## config.mk

```make
export PLATFORM = sky130hd
export DESIGN_NAME = fft_reorder_pp
export DESIGN_NICKNAME = d
export VERILOG_FILES = /design/src/rtl/fft_reorder_pp.sv
export SDC_FILE = /design/constraint.sdc
export NUM_CORES = 1
export LEC_CHECK = 0
export ABC_CLOCK_PERIOD_IN_PS = 4100
export BUFFER_PORTS_ARGS = -buffer_cell sky130_fd_sc_hd__buf_2
export CAP_MARGIN = 20
export CORE_MARGIN = 2
export CORE_UTILIZATION = 56
export DETAILED_ROUTE_END_ITERATION = 7
export MAX_ROUTING_LAYER = met4
export PLACE_DENSITY = 0.76
export SYNTH_ARGS = -nofsm -noshare
export SYNTH_HDL_FRONTEND = slang
export SYNTH_SLANG_ARGS = --single-unit
```

## constraint.sdc

```tcl
create_clock -name clk -period 4.1 [get_ports clk]
set_clock_uncertainty 0.15 [all_clocks]
set_input_delay 0.41 -clock clk [delete_from_list [all_inputs] [get_ports clk]]
set_output_delay 0.41 -clock clk [all_outputs]
set_load 0.02 [all_outputs]
```

## src/rtl/fft_reorder_pp.sv

```systemverilog
// Ping-pong output reorder buffer: takes bit-reversed FFT frames and emits them in natural order.
// Optional FFT_REORDER_DROP_CNT_EN adds a saturating 16-bit count of dropped frames on drop_cnt.
module fft_reorder_pp #(
    parameter int N = 3,
    parameter int W = 16
) (
    input  logic         clk,
    input  logic         reset,
    input  logic         in_start,
    input  logic         in_valid,
    input  logic [W-1:0] in_re,
    input  logic [W-1:0] in_im,
    output logic         out_valid,
    input  logic         out_ready,
    output logic [W-1:0] out_re,
    output logic [W-1:0] out_im,
    output logic         out_sof,
    output logic         out_eof,
    output logic         frame_drop
`ifdef FFT_REORDER_DROP_CNT_EN
    ,
    output logic [15:0]  drop_cnt
`endif
);

    localparam int DEPTH = 1 << N;
    localparam logic [N-1:0] CNT_ZERO = '0;
    localparam logic [N-1:0] CNT_ONE  = N'(1'b1);
    localparam logic [N-1:0] CNT_MAX  = '1;

    typedef enum logic [1:0] {
        W_IDLE = 2'd0,
        W_FILL = 2'd1,
        W_SKIP = 2'd2
    } w_state_t;

    typedef enum logic {
        R_IDLE = 1'b0,
        R_SEND = 1'b1
    } r_state_t;

    function automatic logic [N-1:0] bitrev(input logic [N-1:0] a);
        logic [N-1:0] r;
        for (int i = 0; i < N; i++) begin
            r[i] = a[N-1-i];
        end
        return r;
    endfunction

    // {bank, addr} indexes the two banks back to back
    logic [2*W-1:0] mem_r [0:2*DEPTH-1];

    w_state_t       w_state_r, w_state_s;
    logic [N-1:0]   wr_cnt_r, wr_cnt_s;
    logic           wr_bank_r, wr_bank_s;
    logic           we_s;
    logic [N-1:0]   waddr_s;
    logic           drop_s;
    logic           set_full_s;
    logic           bank_free_s;

    r_state_t       rd_state_r, rd_state_s;
    logic [N-1:0]   rd_cnt_r, rd_cnt_s;
    logic           rd_bank_r, rd_bank_s;
    logic           rd_hs_s;
    logic           rd_last_hs_s;
    logic           load_s;
    logic           clr_full_s;

    logic [1:0]     full_r, full_s;

    logic           out_valid_r;
    logic [W-1:0]   out_re_r;
    logic [W-1:0]   out_im_r;
    logic           out_sof_r;
    logic           out_eof_r;
    logic           frame_drop_r;

    // Read-side next state: registered output slot advances on each handshake
    always_comb begin
        rd_state_s   = rd_state_r;
        rd_cnt_s     = rd_cnt_r;
        rd_bank_s    = rd_bank_r;
        load_s       = 1'b0;
        clr_full_s   = 1'b0;
        rd_hs_s      = (rd_state_r == R_SEND) && out_ready;
        rd_last_hs_s = rd_hs_s && (rd_cnt_r == CNT_MAX);
        case (rd_state_r)
            R_IDLE: begin
                if (full_r[rd_bank_r]) begin
                    rd_state_s = R_SEND;
                    rd_cnt_s   = CNT_ZERO;
                    load_s     = 1'b1;
                end else begin
                    rd_state_s = R_IDLE;
                end
            end
            R_SEND: begin
                if (rd_hs_s) begin
                    if (rd_cnt_r == CNT_MAX) begin
                        clr_full_s = 1'b1;
                        rd_bank_s  = ~rd_bank_r;
                        rd_cnt_s   = CNT_ZERO;
                        // Chain straight into the other bank so back-to-back frames have no gap
                        if (full_r[~rd_bank_r]) begin
                            load_s     = 1'b1;
                            rd_state_s = R_SEND;
                        end else begin
                            rd_state_s = R_IDLE;
                        end
                    end else begin
                        rd_cnt_s = rd_cnt_r + CNT_ONE;
                        load_s   = 1'b1;
                    end
                end else begin
                    rd_state_s = R_SEND;
                end
            end
            default: begin
                rd_state_s = R_IDLE;
            end
        endcase
    end

    // Write-side next state: a start always restarts the frame in the current write bank
    always_comb begin
        w_state_s   = w_state_r;
        wr_cnt_s    = wr_cnt_r;
        wr_bank_s   = wr_bank_r;
        we_s        = 1'b0;
        waddr_s     = CNT_ZERO;
        drop_s      = 1'b0;
        set_full_s  = 1'b0;
        bank_free_s = !full_r[wr_bank_r] || (rd_last_hs_s && (rd_bank_r == wr_bank_r));
        if (in_valid && in_start) begin
            wr_cnt_s = CNT_ONE;
            if (bank_free_s) begin
                we_s      = 1'b1;
                waddr_s   = CNT_ZERO;
                w_state_s = W_FILL;
            end else begin
                drop_s    = 1'b1;
                w_state_s = W_SKIP;
            end
        end else if (in_valid) begin
            case (w_state_r)
                W_FILL: begin
                    we_s     = 1'b1;
                    waddr_s  = bitrev(wr_cnt_r);
                    wr_cnt_s = wr_cnt_r + CNT_ONE;
                    if (wr_cnt_r == CNT_MAX) begin
                        set_full_s = 1'b1;
                        wr_bank_s  = ~wr_bank_r;
                        w_state_s  = W_IDLE;
                    end else begin
                        w_state_s = W_FILL;
                    end
                end
                W_SKIP: begin
                    wr_cnt_s = wr_cnt_r + CNT_ONE;
                    if (wr_cnt_r == CNT_MAX) begin
                        w_state_s = W_IDLE;
                    end else begin
                        w_state_s = W_SKIP;
                    end
                end
                W_IDLE: begin
                    w_state_s = W_IDLE;
                end
                default: begin
                    w_state_s = W_IDLE;
                end
            endcase
        end else begin
            w_state_s = w_state_r;
        end
    end

    // Full flags: read side releases a bank, write side claims it on the final sample
    always_comb begin
        full_s = full_r;
        if (clr_full_s) begin
            full_s[rd_bank_r] = 1'b0;
        end else begin
            full_s[rd_bank_r] = full_r[rd_bank_r];
        end
        if (set_full_s) begin
            full_s[wr_bank_r] = 1'b1;
        end else begin
            full_s[wr_bank_r] = full_s[wr_bank_r];
        end
    end

    // Control state registers for both FSMs, counters, banks and full flags
    always_ff @(posedge clk or posedge reset) begin
        if (reset) begin
            w_state_r  <= W_IDLE;
            wr_cnt_r   <= CNT_ZERO;
            wr_bank_r  <= 1'b0;
            rd_state_r <= R_IDLE;
            rd_cnt_r   <= CNT_ZERO;
            rd_bank_r  <= 1'b0;
            full_r     <= 2'b00;
        end else begin
            w_state_r  <= w_state_s;
            wr_cnt_r   <= wr_cnt_s;
            wr_bank_r  <= wr_bank_s;
            rd_state_r <= rd_state_s;
            rd_cnt_r   <= rd_cnt_s;
            rd_bank_r  <= rd_bank_s;
            full_r     <= full_s;
        end
    end

    // Sample storage; contents are never observed before a bank is marked full
    always_ff @(posedge clk) begin
        if (we_s) begin
            mem_r[{wr_bank_r, waddr_s}] <= {in_re, in_im};
        end
    end

    // Registered output stage; data and frame markers hold while the sink stalls
    always_ff @(posedge clk or posedge reset) begin
        if (reset) begin
            out_valid_r  <= 1'b0;
            out_re_r     <= '0;
            out_im_r     <= '0;
            out_sof_r    <= 1'b0;
            out_eof_r    <= 1'b0;
            frame_drop_r <= 1'b0;
        end else begin
            out_valid_r  <= (rd_state_s == R_SEND);
            out_sof_r    <= (rd_state_s == R_SEND) && (rd_cnt_s == CNT_ZERO);
            out_eof_r    <= (rd_state_s == R_SEND) && (rd_cnt_s == CNT_MAX);
            frame_drop_r <= drop_s;
            if (load_s) begin
                {out_re_r, out_im_r} <= mem_r[{rd_bank_s, rd_cnt_s}];
            end
        end
    end

    assign out_valid  = out_valid_r;
    assign out_re     = out_re_r;
    assign out_im     = out_im_r;
    assign out_sof    = out_sof_r;
    assign out_eof    = out_eof_r;
    assign frame_drop = frame_drop_r;

`ifdef FFT_REORDER_DROP_CNT_EN
    logic [15:0] drop_cnt_r;

    // Saturating count of discarded frames
    always_ff @(posedge clk or posedge reset) begin
        if (reset) begin
            drop_cnt_r <= 16'h0000;
        end else if (drop_s && (drop_cnt_r != 16'hFFFF)) begin
            drop_cnt_r <= drop_cnt_r + 16'h0001;
        end
    end

    assign drop_cnt = drop_cnt_r;
`else
    // Drop counter not built; frame_drop alone reports discarded frames
`endif

endmodule

```

==> impl_metrics.json, run 1 <==
{
  "clk_pin_slew_ns": 0.07,
  "totalPowerFinal_mw": 18.4,
  "cts_setup_buffers": 0,
  "routed-wl-met3_um": 6250,
  "yosys-top-cells-count": "edfxtp_1 (512), nand2_1 (187), a21oi_1 (91)",
  "worstPathCellList": "ha_1 -> ha_1 -> nand3_1 -> nor2_1 -> a211oi_1 -> nor2_1 -> o21ai_0 -> nor2_4 -> buf_4",
  "antenna_found_initial": 1,
  "place_congestion": 0.906,
  "cts.sinks": 560,
  "cts_max_level": 2,
  "synth_mux_area_share_pct": 4.44,
  "postSynthCellCount": 1536,
  "path_class": "flop to flop",
  "end_kind": "flop",
  "post-route-min-period_ns": 3.74,
  "fmax_mhz": 267,
  "endpoint": "mem_r[8][18]",
  "dp_hpwl_um": 33500,
  "grt_max_degree": 70,
  "hold_class": "primary input to flop",
  "dr_total_vias": 14401,
  "synth_xor_area_share_pct": 0.189,
  "tritoncts": "built",
  "die-area_um2": 41900,
  "syn-cell-area_um2": 22500,
  "avgSynthCellArea_um2": 14.7,
  "ys_ff_latch": 560,
  "max_stage_delay_ns": 0.72,
  "cts_root_buffer": "clkbuf_16",
  "synth_warnings": 0,
  "rsz0062_at_grt": "false",
  "critPathLaunch": "rd_cnt_r[0]",
  "crit_fanout": 17,
  "grt_pass1_vias": 14164,
  "ios": 73,
  "grt-ovfl-total": 0,
  "core_um2": 39700,
  "finalHoldViolCount": 0,
  "synth_compound_area_share_pct": 11.2,
  "wl_um": 58300,
  "final_nets": 1669,
  "ir_drop_mv": 0.575,
  "row_count": 73,
  "clockBufferDepth": 3,
  "io_buffers": 72,
  "cpMaxStageDelayCell": "dfrtp_1",
  "cts_resized": 0,
  "vias_per_cell": 6.56,
  "cp.depth": 9,
  "rr_endpoint": "mem_r[8][18]",
  "worst_ep_required_time_ns": 4.25,
  "slew_headroom_pct": 30.1,
  "placed_cells": 2095,
  "r2r_cells": 9,
  "die_w_um": 205,
  "ys_seq_area_share_pct": 73.5,
  "synth_top_family_by_area": "compound AO/OA/AOI/OAI gates",
  "synth_adder_area_share_pct": 0.333,
  "synth_top_area_share_pct": 68.2,
  "synth_edf_count": 512,
  "fin_crit_sh_pct": 91.3,
  "die_h_um": 205,
  "setup_viol": 0,
  "critPathTopFamily": "simple AND/OR/NAND/NOR gates",
  "critPathBufInv": 1,
  "numCtsBuffers": 53,
  "tightest_slew_ns": 1.05,
  "initial_core_util_pct": 56.7,
  "arrival_ns": 3.89,
  "routedWlPerCell_um": 26.6,
  "ys.flop_type": "edfxtp_1",
  "r2r_slack_ns": 0.36,
  "drtPass1Iterations": 8,
  "maxCapViolations": 0,
  "grt_usage_pct": 29.2,
  "power.density_nw_per_um2": 718,
  "synth-simple-area-share_pct": 7.91,
  "worstSetupStartpointType": "flop",
  "drtIter0Drc": 1898,
  "wl_met1_um": 22300,
  "detailroute.wirelength.met2_um": 27500,
  "async_flop_share_pct": 8.57,
  "synth_area_leaders": "edfxtp_1 (68%), dfrtp_1 (5.3%), mux2i_1 (3.3%)",
  "grt_pass1_wl_um": 87400,
  "leakage_nw": 8.96,
  "syn_nets": 1579,
  "hold_ws_ns": 0.0221,
  "instances_no_fill": 2195,
  "rr_startpoint": "rd_cnt_r[0]",
  "maxUsedRoutingLayer": "met4",
  "drtAntennaViolNets": 0,
  "layout-drive-gt1-share_pct": 16.7,
  "drc": 0,
  "final_max_slew_viol_count": 0,
  "outcome": "finished clean",
  "ys_types": 78,
  "fin_util_pct": 64.4,
  "synth_top_area_cell": "edfxtp_1",
  "yosysMostFrequentCell": "edfxtp_1",
  "syn_to_final_growth_pct": 13.5,
  "clock_latency_ns": 0.61
}
[state kept, by name, indices dropped and copies added, names as in the netlist, 2 cells and up]
register	flops
full_r	2
wr_cnt_r	3
w_state_r	2
rd_cnt_r	3
out_im	16
mem_r	512
out_re	16
[logic make-up (layout without fill, tap and decap cells)]
kind of cell / count (synthesis) / in the layout
buf+inv: 113 / 246
fa+ha+maj: 6 / 6
simple gates: 389 / 389
flops: 560 / 560
xor+xnor: 4 / 4
other cells: 0 / 1
compound gates: 368 / 368
mux: 96 / 96
[worst reg2reg max path, delay by kind of cell, from the launching register on]
family	cells	cell delay [ns]
AO/OA/AOI/OAI	2	0.38
flip-flops	1	0.72
buffers and inverters	1	0.32
AND/OR/NAND/NOR	4	1.25
adder cells (fa/ha/maj)	2	0.64
[worst min-delay path by stage]
stage,startpoint,endpoint,slack (ns),depth (start not counted)
global placement,mem_r[8][15],out_im[15],0.35,2
floorplan,w_state_r[0],w_state_r[0],0.34,1
finish,in_re[5],mem_r[14][21],0.02,1
global route,in_start,frame_drop,0.02,2
detailed placement,out_re[2],out_re[2],0.36,2
CTS,in_valid,frame_drop,0.0004,2
[layout by cell type (no fill, tap or decap), drive strengths merged, types with 11 or more instances in the layout]
cell / netlist / layout
a211oi: 20 / 20
a21o: 17 / 17
a21oi: 91 / 91
a221o: 16 / 16
a222oi: 14 / 14
a22oi: 14 / 14
a31oi: 27 / 27
and2: 11 / 11
and3: 16 / 16
buf: 59 / 134
clkbuf: 41 / 73
clkinv: 1 / 14
dfrtp: 48 / 48
edfxtp: 512 / 512
inv: 12 / 12
mux2: 21 / 21
mux2i: 74 / 74
nand2: 187 / 187
nand3: 45 / 45
nand4: 17 / 17
nor2: 62 / 62
nor3: 22 / 22
o211ai: 17 / 17
o21ai: 80 / 80
o221ai: 11 / 11
[power by group]
group / internal, mW / switching, mW / total (mW)
sequential: 6.53 / 0.275 / 6.81
combinational: 2.15 / 4.22 / 6.37
clock: 3.14 / 2.06 / 5.20
total: 11.8 / 6.56 / 18.4
[through the flow]
stage	TNS [ns]	cell area, µm²	setup WS (ns)
2_1_floorplan	-33.02	22500	-0.431
4_1_cts	0	25600	0.451
5_1_grt	0	25600	0.131
3_5_place_dp	0	23700	0.445
3_3_place_gp	0	23700	0.537
6_report	0	25600	0.357
[layer usage]
metal,track usage (%),vias up
met4,12.4,0
met3,5.09,163
met1,39.5,7140
met2,44.2,948
li1,-,6150
met5,-,-
[cell type report]
cell class,count,area [µm²]
inverter,13,48.8
clock buffer,73,1470
timing repair buffer,135,898
multi-input combinational,863,5550
tap,525,657
fill,2721,14100
clock inverter,25,387
sequential,560,16600
antenna,1,2.50
[what timing repair did]
| action | in CTS | in global routing |
|---|---|---|
| endpoints found under the hold margin | 26 | 0 |
| setup endpoints to repair | 0 | 0 |
| hold buffers | 1 | 0 |
Power figures use the tool's default switching activity.
==> run 2, diff against run 1 <==
- ABC_CLOCK_PERIOD_IN_PS: 4100 -> 3250
- CORE_ASPECT_RATIO: not set -> 2
- PLACE_DENSITY: 0.76 -> not set
- PLACE_DENSITY_LB_ADDON: not set -> 0.12
- clock period: 4.1 -> 3.25 ns (I/O delays scaled with it)
==> impl_metrics.json, run 2 (synthesized netlist as in run 1, its figures left out) <==
{
  "setup_viol": 0,
  "cts_root_buffer": "clkbuf_16",
  "syn_to_final_growth_pct": 14.2,
  "numCtsBuffers": 46,
  "initial_core_util_pct": 56.4,
  "cts.sinks": 560,
  "dp_hpwl_um": 35000,
  "antenna_found_initial": 1,
  "power.density_nw_per_um2": 864,
  "worst_ep_required_time_ns": 3.57,
  "p_sw_mw": 8.21,
  "clk_pin_slew_ns": 0.07,
  "outcome": "finished clean",
  "layout-drive-gt1-share_pct": 17.1,
  "post-route-min-period_ns": 3.17,
  "io_buffers": 72,
  "end_kind": "flop",
  "rsz0062_at_grt": "true",
  "routedWlPerCell_um": 26.6,
  "crit_fanout": 8,
  "path_class": "flop to flop",
  "critPathTopFamily": "compound AO/OA/AOI/OAI gates",
  "layout_commonest_cell": "edfxtp_1",
  "max_stage_delay_ns": 0.86,
  "cts_max_level": 2,
  "worstPathCellList": "ha_1 -> ha_1 -> buf_4 -> nand4b_1 -> nand2_2 -> o31ai_2 -> buf_4 -> a222oi_1 -> o211ai_1",
  "row_count": 104,
  "clockBufferDepth": 3,
  "largest_register_ffs": 512,
  "clock_latency_ns": 0.58,
  "die_h_um": 288,
  "tightest_slew_ns": 1.02,
  "ir_drop_mv": 0.684,
  "dr_total_vias": 14119,
  "maxCapViolations": 0,
  "final_max_slew_viol_count": 0,
  "slew_headroom_pct": 31.6,
  "fin_crit_sh_pct": 97.4,
  "tns_ns": 0,
  "combPwrFrac_pct": 37.5,
  "drtIter0Drc": 1386,
  "instances_no_fill": 2235,
  "critPathBufInv": 2,
  "vias_per_cell": 6.32,
  "grt_pass1_wl_um": 88100,
  "fmax_mhz": 316,
  "fin_util_pct": 64.4,
  "core_um2": 39900,
  "worstSetupStartpointType": "flop",
  "regMostFlops": "mem_r",
  "wl_um": 59500,
  "placed_cells": 2113,
  "seqPwrFrac_pct": 38.3,
  "tritoncts": "built",
  "stdcell_area_um2": 25700,
  "die_w_um": 146,
  "drc": 0,
  "drtPass1Iterations": 7,
  "finalHoldViolCount": 0,
  "final_nets": 1709,
  "die-area_um2": 42000,
  "place_congestion": 0.873,
  "grt_pass1_vias": 14224,
  "clock_power_share_pct": 24.2,
  "drtAntennaViolNets": 0,
  "mostFrequentLayoutCells": "edfxtp_1 (512), nand2_1 (184), a21oi_1 (91)",
  "arrival_ns": 3.49,
  "grt_usage_pct": 29.3,
  "internal_power_mw": 14.0,
  "p_sw_share_pct": 36.9,
  "dpl_cell_area_um2": 23900,
  "grt-ovfl-total": 0,
  "ios": 73,
  "grt_max_degree": 64,
  "leakage_nw": 9.02,
  "hold_class": "primary input to flop",
  "cpMaxStageDelayCell": "o31ai_2"
}
-- run 2: path summary, 6_finish.rpt --
path	start	endpoint	slack, ns	cells after the start
max	rd_cnt_r[1]	out_im[0]	0.08	9
min	in_re[13]	mem_r[9][29]	0.02	1
max reg2reg	rd_cnt_r[1]	out_im[0]	0.08	9
min reg2reg	out_re[4]	out_re[4]	0.35	2
max in group asynchronous	reset	out_re[12]	1.87	4
min in group asynchronous	reset	out_re[15]	0.10	3
-- run 2: routing by layer --
| metal | part of all wire [%] | routed length [µm] | global-route usage (%) |
|---|---|---|---|
| met1 | 38 | 22800 | 36.8 |
| met2 | 51 | 30600 | 49.1 |
| met3 | 6.4 | 3830 | 3.12 |
| met4 | 3.9 | 2300 | 12.0 |
| met5 | 0 | 0 | - |
-- run 2: stage by stage --
stage                     setup slack [ns]  hold slack [ns]  total power, mW
after CTS                           0.0876          0.00551             22.2
after global routing              -0.00213           0.0228             23.2
after detailed placement            -0.132            0.170             16.9
final                               0.0833           0.0186             22.2
after global placement              0.0130            0.149             16.7
after floorplan                      -1.28            0.274             13.9
-- run 2: layout make-up --
class                      instances  area [µm²]
clock buffer                      63        1290
timing repair buffer             180        1430
antenna                            1        2.50
sequential                       560       16600
fill                            2918       14200
inverter                          13        48.8
tap                              530         663
clock inverter                    23         163
multi-input combinational        865        5570
-- run 2: power by group through the flow --
stage | sequential (mW) | clock, mW | combinational [mW]
3_5_place_dp | 8.67 | 0 | 8.21
5_1_grt | 8.54 | 5.71 | 8.96
3_3_place_gp | 8.66 | 0 | 8.04
6_report | 8.51 | 5.38 | 8.34
2_1_floorplan | 8.78 | 0 | 5.15
4_1_cts | 8.52 | 5.44 | 8.28
-- run 2: what timing repair did --
action / 4_1_cts / 5_1_grt
endpoints found under the hold margin: 439 / 0
cloned: 1 / 1
hold buffers: 33 / 0
buffers inserted: 0 / 0
pin swaps: 1 / 1
setup endpoints to repair: 7 / 11
resized for setup: 1 / 2
==> run 3, diff against run 2 <==
- ABC_AREA: not set -> 1
- SETUP_SLACK_MARGIN: not set -> 0.3
==> impl_metrics.json, run 3 <==
{
  "cts_max_level": 2,
  "clock_latency_ns": 0.58,
  "worst_ep_required_time_ns": 3.57,
  "largest_register_ffs": 512,
  "synth_edf_count": 512,
  "avgSynthCellArea_um2": 10.6,
  "critPathLaunch": "rd_cnt_r[0]",
  "mostFrequentLayoutCells": "nand2_1 (600), edfxtp_1 (512), nor2_1 (288)",
  "r2r_cells": 15,
  "die_h_um": 295,
  "drtAntennaViolNets": 0,
  "initial_core_util_pct": 56.6,
  "cpMaxStageDelayCell": "dfrtp_1",
  "finalHoldViolCount": 0,
  "grt_max_degree": 124,
  "outcome": "finished clean",
  "syn_to_final_growth_pct": 14.5,
  "min_path_cells": 1,
  "drc": 0,
  "rsz0062_at_grt": "false",
  "power.density_nw_per_um2": 898,
  "core_um2": 41800,
  "grt-ovfl-total": 0,
  "holdPathEnd": "mem_r[9][20]",
  "crit_fanout": 123,
  "max_stage_delay_ns": 0.40,
  "hold_ws_ns": 0.0209,
  "wl_um": 62400,
  "slew_headroom_pct": 43.4,
  "setup_slack_ns": 0.407,
  "path_class": "flop to flop",
  "critPathBufInv": 1,
  "end_kind": "flop",
  "syn-cell-area_um2": 23600,
  "clockBufferDepth": 3,
  "post-route-min-period_ns": 2.84,
  "dr_total_vias": 16139,
  "fin_crit_sh_pct": 87.5,
  "layout_commonest_cell": "nand2_1",
  "place_ws_ns": 0.221,
  "ys_ff_latch": 560,
  "crit_top_cell": "nand2_1",
  "ys.flop_type": "edfxtp_1",
  "synth_area_leaders": "edfxtp_1 (65%), nand2_1 (9.6%), nand3_1 (5.2%)",
  "numCtsBuffers": 47,
  "synth_warnings": 0,
  "critPathTopFamily": "simple AND/OR/NAND/NOR gates",
  "grt_usage_pct": 29.7,
  "rr_startpoint": "rd_cnt_r[0]",
  "leakage_nw": 11.1,
  "async_flop_share_pct": 8.57,
  "place_congestion": 0.856,
  "cts.sinks": 560,
  "syn_nets": 2271,
  "setup_viol": 0,
  "cts_root_buffer": "clkbuf_16",
  "antenna_found_initial": 2,
  "ir_drop_mv": 0.592,
  "layout-drive-gt1-share_pct": 11.1,
  "drtPass1Iterations": 8,
  "fmax_mhz": 352,
  "placed_cells": 2800,
  "worstPathCellList": "ha_1 -> ha_1 -> nor2_1 -> nor2_4 -> nor2_8 -> nand2_8 -> buf_12 -> nor2_1 -> nor2_1 -> nand2_1 -> nand3_1 -> nand2_1 -> nand2_1 -> nand2_1 -> nand2_1",
  "synth_top_area_share_pct": 65.0,
  "worstSetupStartpointType": "flop",
  "ys_seq_area_share_pct": 70.1,
  "postSynthCellCount": 2228,
  "vias_per_cell": 5.52,
  "min-delay-start": "in_re[4]",
  "hold_class": "primary input to flop",
  "synth_top_area_cell": "edfxtp_1",
  "tightest_slew_ns": 0.849,
  "die-area_um2": 44000,
  "final_max_slew_viol_count": 0,
  "arrival_ns": 3.16,
  "ys_types": 31,
  "instances_no_fill": 2925,
  "r2r_slack_ns": 0.41,
  "tritoncts": "built",
  "yosysMostFrequentCell": "nand2_1",
  "grt_pass1_wl_um": 93200,
  "routedWlPerCell_um": 21.3,
  "rr_endpoint": "out_re[7]",
  "dp_hpwl_um": 34700,
  "io_buffers": 72,
  "yosys-top-cells-count": "nand2_1 (603), edfxtp_1 (512), nor2_1 (303)",
  "grt_pass1_vias": 15962,
  "ios": 73,
  "clk_pin_slew_ns": 0.07,
  "maxCapViolations": 0,
  "regMostFlops": "mem_r",
  "row_count": 106,
  "nFillCells": 3277,
  "final_nets": 2387,
  "drtIter0Drc": 1287,
  "die_w_um": 149
}
[run 3: final cells by class]
cell class              count  area [µm²]  share of cell area [%]
multi-input cells        1302        5770                    21.3
flip-flops and latches    560       16600                    61.3
well taps                 540         676                    2.50
repair buffers            171        1570                    5.82
clock inverters            21         164                   0.606
inverters                 262         983                    3.63
clock buffers              67        1310                    4.85
diodes                      2        5.00                  0.0185
[run 3: repair_timing]
| item | CTS | global route |
|---|---|---|
| setup endpoints to repair | 79 | 122 |
| hold buffers | 28 | 0 |
| hold endpoints to repair | 435 | 0 |
| resized for setup | 1 | 3 |
| pin swaps | 0 | 3 |
| buffers inserted | 0 | 5 |
| gates cloned | 0 | 2 |
[run 3: logic make-up (layout without fill, tap and decap cells)]
| logic type | after synthesis | in the layout | share of synthesized area, % |
|---|---|---|---|
| adder cells (fa/ha/maj) | 6 | 6 | 0.318 |
| flip-flops | 560 | 560 | 70.1 |
| buffers and inverters | 366 | 521 | 6.21 |
| other | 0 | 2 | 0 |
| AND/OR/NAND/NOR | 1205 | 1205 | 21.2 |
| AO/OA/AOI/OAI | 89 | 89 | 2.08 |
| XOR/XNOR | 2 | 2 | 0.0741 |
[run 3: metal layers]
layer	GRT usage (%)	share of wire [%]	up-vias
met3	3.22	5.7	202
met2	51.9	53	610
met1	33.9	36	7809
li1	-	-	7518
met4	14.4	5.0	0
met5	-	0	-
[run 3: how the worst max path moves through the flow]
stage                   endpoint  slack [ns]  cells past startpoint
floorplan            mem_r[0][0]       -0.14                     10
finish                 out_re[7]        0.41                     15
CTS                 mem_r[8][22]        0.40                     11
detailed placement   mem_r[8][3]        0.22                     11
global placement    mem_r[8][15]        0.15                     11
global route           out_re[7]        0.30                     15
[run 3: metrics by stage]
stage	setup TNS [ns]	total power, mW	util [%]	instance area (µm²)
final	0	24.3	64.8	27100
after global routing	0	25.7	64.8	27100
after CTS	0	24.3	64.5	26900
after detailed placement	0	18.8	60.3	25200
after global placement	0	18.6	60.3	25200
after floorplan	-13.15	15.2	-	23700
[run 3: report_power, final]
| part | internal (mW) | total [mW] | leakage [nW] | switching, mW |
|---|---|---|---|---|
| clock network | 2.98 | 5.53 | 0.724 | 2.54 |
| logic | 3.12 | 10.3 | 5.19 | 7.14 |
| registers | 8.32 | 8.51 | 5.20 | 0.188 |
| total | 14.4 | 24.3 | 11.1 | 9.87 |
